--- config.mk ---
export PLATFORM = sky130hd
export DESIGN_NAME = text_cursor_ctrl
export DESIGN_NICKNAME = d
export VERILOG_FILES = /design/src/rtl/text_pkg.sv /design/src/rtl/cursor_next.sv /design/src/rtl/text_cursor_ctrl.sv
export SDC_FILE = /design/constraint.sdc
export NUM_CORES = 1
export LEC_CHECK = 0
export CAP_MARGIN = 15
export CORE_AREA = 2 2 81 83
export CTS_BUF_LIST = sky130_fd_sc_hd__clkbuf_8
export DETAILED_ROUTE_END_ITERATION = 10
export DIE_AREA = 0 0 83 85
export GPL_TIMING_DRIVEN = 0
export HOLD_SLACK_MARGIN = 0.03
export PLACE_DENSITY = 0.75
export SLEW_MARGIN = 20
export SYNTH_ARGS = -nofsm -noshare
export SYNTH_HDL_FRONTEND = slang
export SYNTH_SLANG_ARGS = --single-unit
--- constraint.sdc ---
create_clock -name clk -period 5.4 [get_ports clk]
set_input_delay 1.08 -clock clk [delete_from_list [all_inputs] [get_ports clk]]
set_output_delay 1.08 -clock clk [all_outputs]
set_load 0.02 [all_outputs]
--- src/rtl/text_pkg.sv ---
//------------------------------------------------------------------------------
// text_pkg : character codes and FSM encoding shared by the text cursor blocks
// Revision : 1.0
//------------------------------------------------------------------------------
`default_nettype none

package text_pkg;

  localparam logic [7:0] CHAR_BS    = 8'h08;
  localparam logic [7:0] CHAR_LF    = 8'h0A;
  localparam logic [7:0] CHAR_FF    = 8'h0C;
  localparam logic [7:0] CHAR_CR    = 8'h0D;
  localparam logic [7:0] CHAR_SPACE = 8'h20;
  localparam logic [7:0] PRINT_LO   = 8'h20;
  localparam logic [7:0] PRINT_HI   = 8'h7E;

  typedef enum logic [1:0] {
    ST_IDLE  = 2'd0,
    ST_WRITE = 2'd1,
    ST_ECHO  = 2'd2,
    ST_CLEAR = 2'd3
  } state_t;

endpackage

`default_nettype wire

--- src/rtl/cursor_next.sv ---
//------------------------------------------------------------------------------
// cursor_next : next cursor position and RAM write for one received byte
// Revision    : 1.0
//------------------------------------------------------------------------------
`default_nettype none

module cursor_next
  import text_pkg::*;
#(
  parameter int ROWS  = 4,
  parameter int COLS  = 32,
  parameter int ROW_W = 2,
  parameter int COL_W = 5
) (
  input  logic [ROW_W-1:0] row,
  input  logic [COL_W-1:0] col,
  input  logic [7:0]       char_in,
  output logic [ROW_W-1:0] nxt_row,
  output logic [COL_W-1:0] nxt_col,
  output logic             wr_en,
  output logic [ROW_W-1:0] wr_row,
  output logic [COL_W-1:0] wr_col,
  output logic [7:0]       wr_data,
  output logic             is_ff
);

  logic [ROW_W-1:0] row_inc;

  always_comb begin
    row_inc = (row == ROW_W'(ROWS - 1)) ? '0 : row + ROW_W'(1);

    nxt_row = row;
    nxt_col = col;
    wr_en   = 1'b0;
    wr_row  = row;
    wr_col  = col;
    wr_data = char_in;
    is_ff   = 1'b0;

    if (char_in >= PRINT_LO && char_in <= PRINT_HI) begin
      wr_en = 1'b1;
      if (col == COL_W'(COLS - 1)) begin
        nxt_col = '0;
        nxt_row = row_inc;
      end else begin
        nxt_col = col + COL_W'(1);
      end
    end else if (char_in == CHAR_CR || char_in == CHAR_LF) begin
      nxt_col = '0;
      nxt_row = row_inc;
    end else if (char_in == CHAR_BS) begin
      // Backspace blanks the cell it moves onto; at column 0 it is a no-op
      if (col != '0) begin
        nxt_col = col - COL_W'(1);
        wr_en   = 1'b1;
        wr_col  = col - COL_W'(1);
        wr_data = CHAR_SPACE;
      end
    end else if (char_in == CHAR_FF) begin
      is_ff = 1'b1;
    end
  end

endmodule

`default_nettype wire

--- src/rtl/text_cursor_ctrl.sv ---
//------------------------------------------------------------------------------
// text_cursor_ctrl : UART byte stream to character RAM writes, echo and clear
// Revision         : 1.0
//------------------------------------------------------------------------------
`default_nettype none

module text_cursor_ctrl
  import text_pkg::*;
#(
  parameter int COLS  = 32,
  parameter int ROWS  = 4,
  parameter int COL_W = 5,
  parameter int ROW_W = 2,
  parameter int ECHO  = 1
) (
  input  logic             clk,
  input  logic             reset,
  input  logic             rx_valid,
  input  logic [7:0]       rx_data,
  input  logic             clear_req,
  input  logic             tx_busy,
  output logic             ram_we,
  output logic [ROW_W-1:0] ram_row,
  output logic [COL_W-1:0] ram_col,
  output logic [7:0]       ram_data,
  output logic             tx_start,
  output logic [7:0]       tx_data,
  output logic [ROW_W-1:0] cur_row,
  output logic [COL_W-1:0] cur_col,
  output logic             busy,
  output logic             overflow
);

  localparam int CNT_W = ROW_W + COL_W;

  state_t           state_q, state_d;
  logic             pend_valid_q, pend_valid_d;
  logic [7:0]       pend_data_q, pend_data_d;
  logic [7:0]       cur_byte_q, cur_byte_d;
  logic [ROW_W-1:0] cur_row_q, cur_row_d;
  logic [COL_W-1:0] cur_col_q, cur_col_d;
  logic [CNT_W-1:0] clr_cnt_q, clr_cnt_d;
  logic             ram_we_q, ram_we_d;
  logic [ROW_W-1:0] ram_row_q, ram_row_d;
  logic [COL_W-1:0] ram_col_q, ram_col_d;
  logic [7:0]       ram_data_q, ram_data_d;
  logic             tx_start_q, tx_start_d;
  logic [7:0]       tx_data_q, tx_data_d;
  logic             busy_q, busy_d;
  logic             overflow_q, overflow_d;

  logic             pend_take;
  logic [7:0]       cn_byte;
  logic [ROW_W-1:0] cn_nxt_row, cn_wr_row;
  logic [COL_W-1:0] cn_nxt_col, cn_wr_col;
  logic [7:0]       cn_wr_data;
  logic             cn_wr_en, cn_is_ff;

  // In IDLE the RAM write is registered from the pending byte so it lands in WRITE
  assign cn_byte = (state_q == ST_IDLE) ? pend_data_q : cur_byte_q;

  cursor_next #(
    .ROWS  (ROWS),
    .COLS  (COLS),
    .ROW_W (ROW_W),
    .COL_W (COL_W)
  ) u_cursor_next (
    .row     (cur_row_q),
    .col     (cur_col_q),
    .char_in (cn_byte),
    .nxt_row (cn_nxt_row),
    .nxt_col (cn_nxt_col),
    .wr_en   (cn_wr_en),
    .wr_row  (cn_wr_row),
    .wr_col  (cn_wr_col),
    .wr_data (cn_wr_data),
    .is_ff   (cn_is_ff)
  );

  always_comb begin
    state_d      = state_q;
    pend_valid_d = pend_valid_q;
    pend_data_d  = pend_data_q;
    cur_byte_d   = cur_byte_q;
    cur_row_d    = cur_row_q;
    cur_col_d    = cur_col_q;
    clr_cnt_d    = clr_cnt_q;
    ram_we_d     = 1'b0;
    ram_row_d    = ram_row_q;
    ram_col_d    = ram_col_q;
    ram_data_d   = ram_data_q;
    tx_start_d   = 1'b0;
    tx_data_d    = tx_data_q;
    overflow_d   = overflow_q;
    pend_take    = 1'b0;

    case (state_q)
      ST_IDLE: begin
        if (clear_req) begin
          state_d = ST_CLEAR;
        end else if (pend_valid_q) begin
          pend_take  = 1'b1;
          cur_byte_d = pend_data_q;
          state_d    = ST_WRITE;
          ram_we_d   = cn_wr_en;
          ram_row_d  = cn_wr_row;
          ram_col_d  = cn_wr_col;
          ram_data_d = cn_wr_data;
        end
      end
      ST_WRITE: begin
        cur_row_d = cn_nxt_row;
        cur_col_d = cn_nxt_col;
        if (ECHO != 0) begin
          state_d = ST_ECHO;
          if (!tx_busy) begin
            tx_start_d = 1'b1;
            tx_data_d  = cur_byte_q;
          end
        end else begin
          state_d = cn_is_ff ? ST_CLEAR : ST_IDLE;
        end
      end
      ST_ECHO: begin
        // Leave once the pulse is on the output, so exactly one is issued
        if (tx_start_q) begin
          state_d = (cur_byte_q == CHAR_FF) ? ST_CLEAR : ST_IDLE;
        end else if (!tx_busy) begin
          tx_start_d = 1'b1;
          tx_data_d  = cur_byte_q;
        end
      end
      ST_CLEAR: begin
        if (clr_cnt_q == '1) begin
          state_d   = ST_IDLE;
          cur_row_d = '0;
          cur_col_d = '0;
        end else begin
          clr_cnt_d = clr_cnt_q + CNT_W'(1);
        end
      end
      default: state_d = ST_IDLE;
    endcase

    if (state_d == ST_CLEAR) begin
      if (state_q != ST_CLEAR) begin
        clr_cnt_d = '0;
      end
      ram_we_d               = 1'b1;
      ram_data_d             = CHAR_SPACE;
      {ram_row_d, ram_col_d} = clr_cnt_d;
    end

    if (pend_take) begin
      pend_valid_d = 1'b0;
    end
    if (rx_valid) begin
      if (!pend_valid_q || pend_take) begin
        pend_valid_d = 1'b1;
        pend_data_d  = rx_data;
      end else begin
        overflow_d = 1'b1;
      end
    end

    busy_d = (state_d != ST_IDLE);
  end

  always_ff @(posedge clk or posedge reset) begin
    if (reset) begin
      state_q      <= ST_IDLE;
      pend_valid_q <= 1'b0;
      pend_data_q  <= '0;
      cur_byte_q   <= '0;
      cur_row_q    <= '0;
      cur_col_q    <= '0;
      clr_cnt_q    <= '0;
      ram_we_q     <= 1'b0;
      ram_row_q    <= '0;
      ram_col_q    <= '0;
      ram_data_q   <= '0;
      tx_start_q   <= 1'b0;
      tx_data_q    <= '0;
      busy_q       <= 1'b0;
      overflow_q   <= 1'b0;
    end else begin
      state_q      <= state_d;
      pend_valid_q <= pend_valid_d;
      pend_data_q  <= pend_data_d;
      cur_byte_q   <= cur_byte_d;
      cur_row_q    <= cur_row_d;
      cur_col_q    <= cur_col_d;
      clr_cnt_q    <= clr_cnt_d;
      ram_we_q     <= ram_we_d;
      ram_row_q    <= ram_row_d;
      ram_col_q    <= ram_col_d;
      ram_data_q   <= ram_data_d;
      tx_start_q   <= tx_start_d;
      tx_data_q    <= tx_data_d;
      busy_q       <= busy_d;
      overflow_q   <= overflow_d;
    end
  end

  assign ram_we   = ram_we_q;
  assign ram_row  = ram_row_q;
  assign ram_col  = ram_col_q;
  assign ram_data = ram_data_q;
  assign tx_start = tx_start_q;
  assign tx_data  = tx_data_q;
  assign cur_row  = cur_row_q;
  assign cur_col  = cur_col_q;
  assign busy     = busy_q;
  assign overflow = overflow_q;

endmodule

`default_nettype wire

Word level (Yosys, flattened, before mapping)
Index checks and enable logic that the tools add are counted.
{"block": "classes", "n_addsub": 4, "n_mul": 0, "n_div": 0, "n_lt_le_gt_ge": 2, "n_eq_ne": 17, "shift": 0, "muxes": 62, "bitwise": 2, "reduce_logical": 18}
{"cell": "$mux W8", "n": 11}
{"cell": "$mux W5", "n": 12}
{"cell": "$eq A8 B4 Y1 const B", "n": 4}
{"cell": "$mux W2", "n": 14}
{"cell": "$mux W7", "n": 4}
{"cell": "$mux W1", "n": 16}
{"cell": "$pmux W8 S2", "n": 1}
{"cell": "$pmux W5 S2", "n": 1}
{"cell": "$reduce_bool A2 Y1", "n": 5}
{"cell": "$eq A2 B2 Y1 const B", "n": 4}
{"cell": "$ge A8 B6 Y1 const B", "n": 1}
{"cell": "$le A8 B7 Y1 const B", "n": 1}
{"cell": "$pmux W2 S4", "n": 1}
{"cell": "$reduce_and A2 Y1", "n": 4}
{"cell": "$add A7 B1 Y7 const B", "n": 1}
{"cell": "$eq A7 B7 Y1 const B", "n": 1}
{"cell": "$ne A2 B2 Y1 const B", "n": 3}
{"cell": "$reduce_and A3 Y1", "n": 2}
{"cell": "$add A5 B1 Y5 const B", "n": 1}
{"cell": "$eq A5 B5 Y1 const B", "n": 1}
{"cell": "$reduce_bool A5 Y1", "n": 1}
{"cell": "$sub A5 B1 Y5 const B", "n": 1}
{"cell": "$pmux W2 S2", "n": 1}
{"cell": "$reduce_and A4 Y1", "n": 1}
{"cell": "11 further kinds", "n": 13}
{"block": "totals", "ff_bits": 60, "latch_bits": 0, "ram_bits": 0, "romBits": 0, "input_bits": 13, "output_inout_bits": 34, "elab_cells": 120, "memories": 0}

Depth between registers and ports, before layout
Gate-level depths: netlist of run 1.
{"block": "depth", "ltp_word": 10, "mapped_depth": 9, "mapped_depth_nobuf": 7}

Hierarchy
Synthesis of run 1 repeated with hierarchy kept, for this count alone.
{"block": "hier_totals", "cells_unflattened": 317, "area_unflattened_um2": 3324.4}
{"module": "text_cursor_ctrl", "n_inst": 1, "cells_per_inst": 249, "area_each_um2": 2835.2, "seq_area_each_um2": 1501.4}
{"module": "cursor_next", "n_inst": 1, "cells_per_inst": 68, "area_each_um2": 489.2, "seq_area_each_um2": 0.0}

Worst setup path before layout of run 1
OpenSTA, ideal clock, no wires.
{"block": "synth_timing", "path_kind": "input -> register", "start": "in clear_req", "end": "reg ram_col_q[2] (netlist: ram_col[2])", "setup_ns": 0.127, "arrival_time_ns": 2.208, "required_ns": 5.273, "slack_ns": 3.064, "path_stages": 5, "path_buffers": 1, "cell_sequence": "o41ai_1 > o211ai_2 > a21bo_2 > buf_6 > mux2_1"}
{"block": "synth_between", "elab_chain_cells": 5, "word_cells_on_any_way": 8, "cone_classes": "eq/ne: 2; mux: 3; reduce/logical: 3"}
{"item": "start: declaration", "line": "text_cursor_ctrl.sv:20", "source": "input logic clear_req,"}
{"item": "$mux W2 (*)", "line": "text_cursor_ctrl.sv:99", "source": "if (clear_req) begin"}
{"item": "$pmux W2 S4 (*)", "line": "text_cursor_ctrl.sv:97", "source": "case (state_q)"}
{"item": "named net state_d[0]", "line": "text_cursor_ctrl.sv:36", "source": "state_t state_q, state_d;"}
{"item": "$eq A2 B2 Y1 (*)", "line": "text_cursor_ctrl.sv:145", "source": "if (state_d == ST_CLEAR) begin"}
{"item": "$ne A2 B1 Y1 (no line) / $reduce_bool A2 Y1 (equally long branches)"}
{"item": "$reduce_and A3 Y1 (no line)"}
{"item": "end signal: assignment", "line": "text_cursor_ctrl.sv:196", "source": "ram_col_q <= ram_col_d;"}
{"item": "end: declaration", "line": "text_cursor_ctrl.sv:45", "source": "logic [COL_W-1:0] ram_col_q, ram_col_d;"}
Mark *: on every way through the listed nets, which the timed path passes. The rest lies on a longest branch.
A chain may end at the register's enable or synchronous reset.

Final worst setup path of run 1
{"block": "layout_timing", "start": "in clear_req", "end": "reg ram_data_q[3] (netlist: ram_data[3])"}
{"block": "layout_between", "elab_chain_cells": 5, "word_cells_on_any_way": 8, "cone_classes": "eq/ne: 2; mux: 3; reduce/logical: 3"}
{"item": "$mux W2", "line": "text_cursor_ctrl.sv:99"}
{"item": "$pmux W2 S4", "line": "text_cursor_ctrl.sv:97"}
{"item": "$eq A2 B2 Y1", "line": "text_cursor_ctrl.sv:145"}
{"item": "$ne A2 B1 Y1 (no line) / $reduce_bool A2 Y1 (equally long branches)"}
{"item": "$reduce_and A3 Y1 (no line)"}
{"item": "end signal: assignment", "line": "text_cursor_ctrl.sv:197", "source": "ram_data_q <= ram_data_d;"}
{"item": "end: declaration", "line": "text_cursor_ctrl.sv:46", "source": "logic [7:0] ram_data_q, ram_data_d;"}
Parallel ways exist; a longest one is shown, timed or not.

==> reports/summary.txt, run 1 <==
# IOs = 47
CP Buf/Inv Count = 3
CTS buffer count = 9
Initial DRC count = 185
Routed vias = 2690
WL final = 7.78 mm
Vias/cell = 5.84
Sw frac = 42.1%
Full die area = 7060 um2
Clock period minus worst slack = 2.85 ns
Post-CTS setup buffers = 0
CP Cell Sequence = clkdlybuf4s50_1 > nand2b_1 > or2_2 > clkbuf_1 > clkbuf_1 > nand2_1 > a21oi_1
Clock sink total = 60
Post-placement cell area = 3860 um2
Rows = 29
Starting Density = 52.9%
Share of the yosys chip area belonging to registers = 45.7%
Rel. slew slack = 36.7%
Core Box Area = 6200 um2
Syn Nets = 345
Initial antenna violation count = 0
Final-report setup violation count = 0
CTS tree = built
First-pass detailed-route iteration total = 4
Startpoint Class = primary input
Htree depth = 3
Wire per inst = 16.9 um
CP peak stage delay = 0.55 ns
Mapped Area = 3280 um2
Total power = 2480 uW
Largest net degree at the start of global routing = 35
Status = completed
Synthesized flop and latch total = 60
Filler instances = 492
Post-Syn Area per Cell = 10.2 um2
VDD IR max = 0.290 mV
PostCTS Resize Cnt = 0
Most frequent cells after synthesis = dfrtp_1, nand2_1, mux2_2, a21oi_1, nor2_1
Area growth syn-to-layout = 23.8%
ANT cells = 0
GRT Resource Usage Total = 23.4%
Hpwl dp = 5.75 mm
P_sw = 1050 uW
Delay-heaviest family, CP = buffers and inverters
Setup TNS = 0 ns
Post-route cell area = 4060 um2
Max-cap violations = 0
Final worst clock skew = 0.00934 ns
Unique masters post-synth = 59
Multi-input gate area = 1670 um2
Synthesis Warnings = 0
Share of cells above drive strength 1 = 15.4%
Port Buffers = 46
Most common cell in the netlist = dfrtp_1
Synth top area cells = dfrtp_1, mux2_2, nand2_1
Flop2flop setup slack = 2.61 ns
Antenna Violating Nets Remaining = 0
Gate power share = 49.6%
Global-route wire length before repair = 13.1 mm
Die W = 83 um
GPL Wtd Cong = 0.870
FMAX = 0.351 GHz
Worst Path Max Fanout = 10
Register Area = 1500 um2
Kind of end point of the critical path = flip-flop
Sequential power share = 33.7%
Clock Path Buffers = 2
Post-CTS Hold Buffers = 0
Hold Vio Cnt, Final = 0
Crit path kind = primary input to flip-flop
Synth top area share = 45.7%
Leak pwr = 0.00171 uW
Die span in y = 85 um
Nets = 403
Syn Inst Count = 322
Root Driver = clkbuf_8
CP max-delay cell = clkdlybuf4s50_1
Clock share of power = 16.7%
Period utilization = 52.7%
Internal power = 1440 uW
Post-synth EDFFs = 0
Post-synth ARST share = 100%
Most used cell, CP = clkbuf_1
RSZ-0062 raised after global routing = no
CP Data Required Time = 5.66 ns
Top FF cell, synth = dfrtp_1
Drc violations = 0
Pwr/cell area = 611 nW/um2
Largest area contributor in the netlist = dfrtp_1
Min-delay worst type = flip-flop to flip-flop
Overflow after GRT = 0
WP data arrival = 3.10 ns
Clock network latency to the later pin of the worst-skew pair = 0.34 ns
Number of global-route vias before repair = 2696
Worst-Margin Slew = 0.940 ns
Slew Viols, Final = 0
Worst-path clk slew = 0.07 ns
## final cells by class
class / count / area share (%)
Multi-Input combinational cell: 238 / 41.2
Sequential cell: 60 / 36.9
Timing Repair Buffer: 47 / 11.8
Clock buffer: 12 / 4.06
Tap cell: 77 / 2.37
Buffer: 10 / 1.35
Inverter: 14 / 1.35
Clock inverter: 3 / 0.924
## worst register-to-register path, cell delays in order (launching register included)
cell and delay, ns:
dfrtp_1 0.46, inv_1 0.15, ha_1 0.37, buf_6 0.22, mux2i_1 0.21, o21ai_1 0.14
nor4_1 0.79, a21oi_1 0.20, o211ai_2 0.17
## cell usage in the layout, fill, tap and decap left out, types with 3 or more instances in the layout
cell type / synthesis / final
o31ai_1: 4 / 4
o21ai_1: 3 / 3
a31oi_1: 5 / 5
inv_1: 13 / 14
a21oi_1: 15 / 15
nor3_1: 6 / 6
a211o_1: 5 / 5
o211ai_1: 5 / 5
nor3b_1: 3 / 3
mux2_2: 21 / 21
clkdlybuf4s50_1: 0 / 46
nand4_1: 5 / 5
and2_1: 6 / 6
nand3_1: 12 / 12
nand2_1: 45 / 45
or2_2: 5 / 5
clkbuf_8: 0 / 12
a211oi_1: 3 / 3
nand4b_1: 3 / 3
dfrtp_1: 60 / 60
or3_1: 3 / 3
ha_1: 10 / 10
nor4b_1: 3 / 3
mux2i_1: 9 / 9
clkbuf_1: 5 / 5
o21ai_0: 12 / 12
nor2_1: 15 / 15
## power groups by stage
stage / logic [uW] / clock network, uW / registers [uW]
global placement: 1190 / 0 / 834
CTS: 1230 / 423 / 834
global route: 1340 / 446 / 864
floorplan: 744 / 0 / 895
detailed placement: 1220 / 0 / 841
finish: 1230 / 413 / 837
## path summary, 6_finish.rpt
path | startpoint | cells past startpoint | endpoint
worst max-delay path | clear_req | 7 | ram_data[3]
worst min-delay path | overflow | 1 | overflow
worst max register to register | state_q[0] | 8 | cur_col[2]
worst min register to register | overflow | 1 | overflow
max in group asynchronous | reset | 3 | cur_col[2]
min in group asynchronous | reset | 2 | tx_start
## per-layer routing
| layer | vias to the layer above | part of all wire (%) | track usage [%] |
|---|---|---|---|
| li1 | 1302 | - | - |
| met3 | 9 | 4.9 | 6.03 |
| met5 | - | 0 | 0 |
| met1 | 1307 | 46 | 31.5 |
| met2 | 72 | 48 | 37.0 |
| met4 | 0 | 1.4 | 8.49 |
## stage by stage
stage          hold slack (ns)  instances  setup WS, ns  util, %
2_1_floorplan            0.507        322          2.84        -
3_3_place_gp             0.450        445          1.76     61.9
3_5_place_dp             0.461        446          2.22     62.2
4_1_cts                  0.476        461          2.57     65.5
5_1_grt                  0.500        461          2.35     65.5
6_report                 0.474        461          2.55     65.5
## sequential cells by signal (all words and copies together) (netlist names), 2 cells and up
name,flops
clr_cnt_q,7
cur_byte_q,8
cur_col,5
cur_row,2
pend_data_q,8
ram_col,5
ram_data,8
ram_row,2
state_q,2
tx_data,8
## cell families after synthesis
group | Yosys count | share of synthesized area [%]
xor gates and xnor gates | 1 | 0.267
and+or+nand+nor | 126 | 20.8
AOI/OAI and AO/OA | 68 | 14.7
DFF | 60 | 45.7
muxes | 33 | 11.4
adders and majority gates | 10 | 3.81
buffers and inverters | 24 | 3.28
(Power assumes the default switching activity.)
==> run 2: changes to the inputs <==
Settings changed: CORE_AREA 2 2 81 83 to 2 2 84 86, DIE_AREA 0 0 83 85 to 0 0 86 88, PLACE_DENSITY 0.75 to 0.73.
Clock period 5.4 ns to 2.4 ns, I/O delays scaled along.
==> run 2 against run 1 <==
  * First-iteration DRC count decreased by 30%
  * Global-route usage fell by 1.4 points
  * Sequential cell count is the same
  * Routed wire length up 3.8%
  * Combinational power rose by 140%
  * Clock power increased to 2.7 times the previous value
  * Clock skew is 0.0015 ns lower
  * Register-to-register slack worse by 2.5 ns
  * Critical path type is now flip-flop to flip-flop
==> reports/summary.txt, run 2 (synthesis gave the netlist of run 1 again) <==
Largest net degree at the start of global routing = 43 (+23%)
Rel. slew slack = 61.5% (+25 points)
Pwr/cell area = 1410 nW/um2 (+130%)
Commonest non-fill, non-tap cell in the layout = dfrtp_1
Min-delay worst type = primary input to asynchronous set/reset pin
Global-route wire length before repair = 12.7 mm (-3.0%)
CTS tree = built
Overflow after GRT = 0 (unchanged)
Port Buffers = 46 (unchanged)
Hpwl dp = 5.77 mm (+0.28%)
Antenna Violating Nets Remaining = 0 (unchanged)
Htree depth = 3 (unchanged)
Share of cells above drive strength 1 = 20.1% (+4.7 points)
Period utilization = 96.1%
Rows = 30 (+3.4%)
Die span in y = 88 um (+3.5%)
Worst R2R End = cur_col[2]
Routed vias = 2793 (+3.8%)
# IOs = 47 (unchanged)
GRT Resource Usage Total = 22.1% (-1.4 points)
Initial antenna violation count = 0 (unchanged)
FMAX = 0.434 GHz
VDD IR max = 0.765 mV (+160%)
Max-cap violations = 0 (unchanged)
Hold Vio Cnt, Final = 0 (unchanged)
Number of global-route vias before repair = 2560 (-5.0%)
Final-report setup violation count = 0 (unchanged)
Worst-path clk slew = 0.07 ns (about the same)
Clock Path Buffers = 2 (unchanged)
Total power = 5940 uW (+140%)
Root Driver = clkbuf_8
Flop2flop setup slack = 0.09 ns (-2.52 ns)
Nets = 406 (+0.74%)
Vias/cell = 5.97 (+2.3%)
CTS buffer count = 9 (unchanged)
Setup TNS = 0 ns (unchanged)
Kind of end point of the critical path = flip-flop
Leak pwr = 0.00175 uW (+2.0%)
Clock sink total = 60 (unchanged)
CP Data Required Time = 2.68 ns (-2.98 ns)
Initial DRC count = 130 (-30%)
Status = completed
Full die area = 7570 um2 (+7.3%)
Die W = 86 um (+3.6%)
Starting Density = 49.4% (-3.5 points)
Final worst clock skew = 0.00789 ns (-0.00146 ns)
Clock period minus worst slack = 2.31 ns
Wire per inst = 17.2 um (+2.2%)
Post-CTS Hold Buffers = 0 (unchanged)
GPL Wtd Cong = 0.864 (-0.69%)
Clock network latency to the later pin of the worst-skew pair = 0.35 ns (about the same)
Startpoint Class = flip-flop
Drc violations = 0 (unchanged)
Worst Path Max Fanout = 10 (unchanged)
WP data arrival = 2.58 ns (-0.52 ns)
Layout Utilization = 63.4% (-2.1 points)
Slew Viols, Final = 0 (unchanged)
WL final = 8.07 mm (+3.8%)
Core Box Area = 6640 um2 (+7.1%)
Worst flop-to-flop path startpoint = state_q[1]
Worst-Margin Slew = 0.566 ns (-0.375 ns)
First-pass detailed-route iteration total = 4 (unchanged)
R2R cell count = 8 (unchanged)
Area growth syn-to-layout = 28.3%
Crit path kind = flip-flop to flip-flop
Most frequent cells in the layout = dfrtp_1, clkdlybuf4s50_1, nand2_1
Fin Hold WS = 0.422 ns (-0.0516 ns)
ANT cells = 0 (unchanged)
## run 2: changes by cell type in the layout (fill, tap and decap cells not counted), moves of 3 or more
cell / change
buf_4: +3
clkbuf_8: -3
inv_1: -3
clkinvlp_4: +3
## run 2: stage by stage
step | area (um2) | setup WS [ns] | std cells
4_1_cts | 4140 | 0.000855 | 465
3_3_place_gp | 3840 | -0.650 | 448
2_1_floorplan | 3280 | 0.0713 | 322
3_5_place_dp | 3860 | -0.357 | 449
6_report | 4210 | 0.0933 | 468
5_1_grt | 4210 | -0.0116 | 468
## run 2: worst max-delay path, cell delays in order, from the launching register on
cell and delay (ns):
dfrtp_2 0.46, inv_2 0.10, ha_4 0.18, buf_8 0.15, mux2i_4 0.29, nand2_1 0.13, or4b_1 0.51, a211o_1 0.35
o211ai_2 0.07
## run 2: repair_timing
item | 4_1_cts | 5_1_grt
setup endpoints to repair | 36 | 13
cloned | 0 | 0
resized for setup | 10 | 10
buffers inserted | 0 | 3
pin swaps | 3 | 2
## run 2: where the power goes
part	internal, uW	switching (uW)	leakage [uW]
clock network	685	418	0.000113
logic	1350	1580	0.000878
registers	1420	481	0.000754
total	3460	2480	0.00175
## run 2: worst max-delay path by stage
stage / from / end / slack, ns
final: state_q[1] / cur_col[2] / 0.09
after global routing: state_q[1] / ram_col[3] / -0.01
after CTS: state_q[1] / cur_col[1] / 0.0009
after detailed placement: state_q[0] / cur_col[1] / -0.36
after global placement: reset / cur_col[2] / -0.65
after floorplan: state_q[0] / cur_col[1] / 0.07
## run 2: cell type report
class / count / area (um2)
clock inverters: 7 / 116
inverters: 14 / 57.6
flip-flops and latches: 60 / 1500
fillers: 535 / 2430
plain buffers: 10 / 61.3
repair buffers: 50 / 503
clock buffers: 9 / 124
multi-input cells: 238 / 1740
well taps: 80 / 100
## run 2: metal layers
| metal | up-vias | wire length (um) | track usage [%] |
|---|---|---|---|
| met5 | - | 0 | 0 |
| met2 | 99 | 3870 | 34.6 |
| li1 | 1303 | - | - |
| met3 | 10 | 437 | 4.05 |
| met4 | 0 | 121 | 9.09 |
| met1 | 1381 | 3650 | 30.4 |
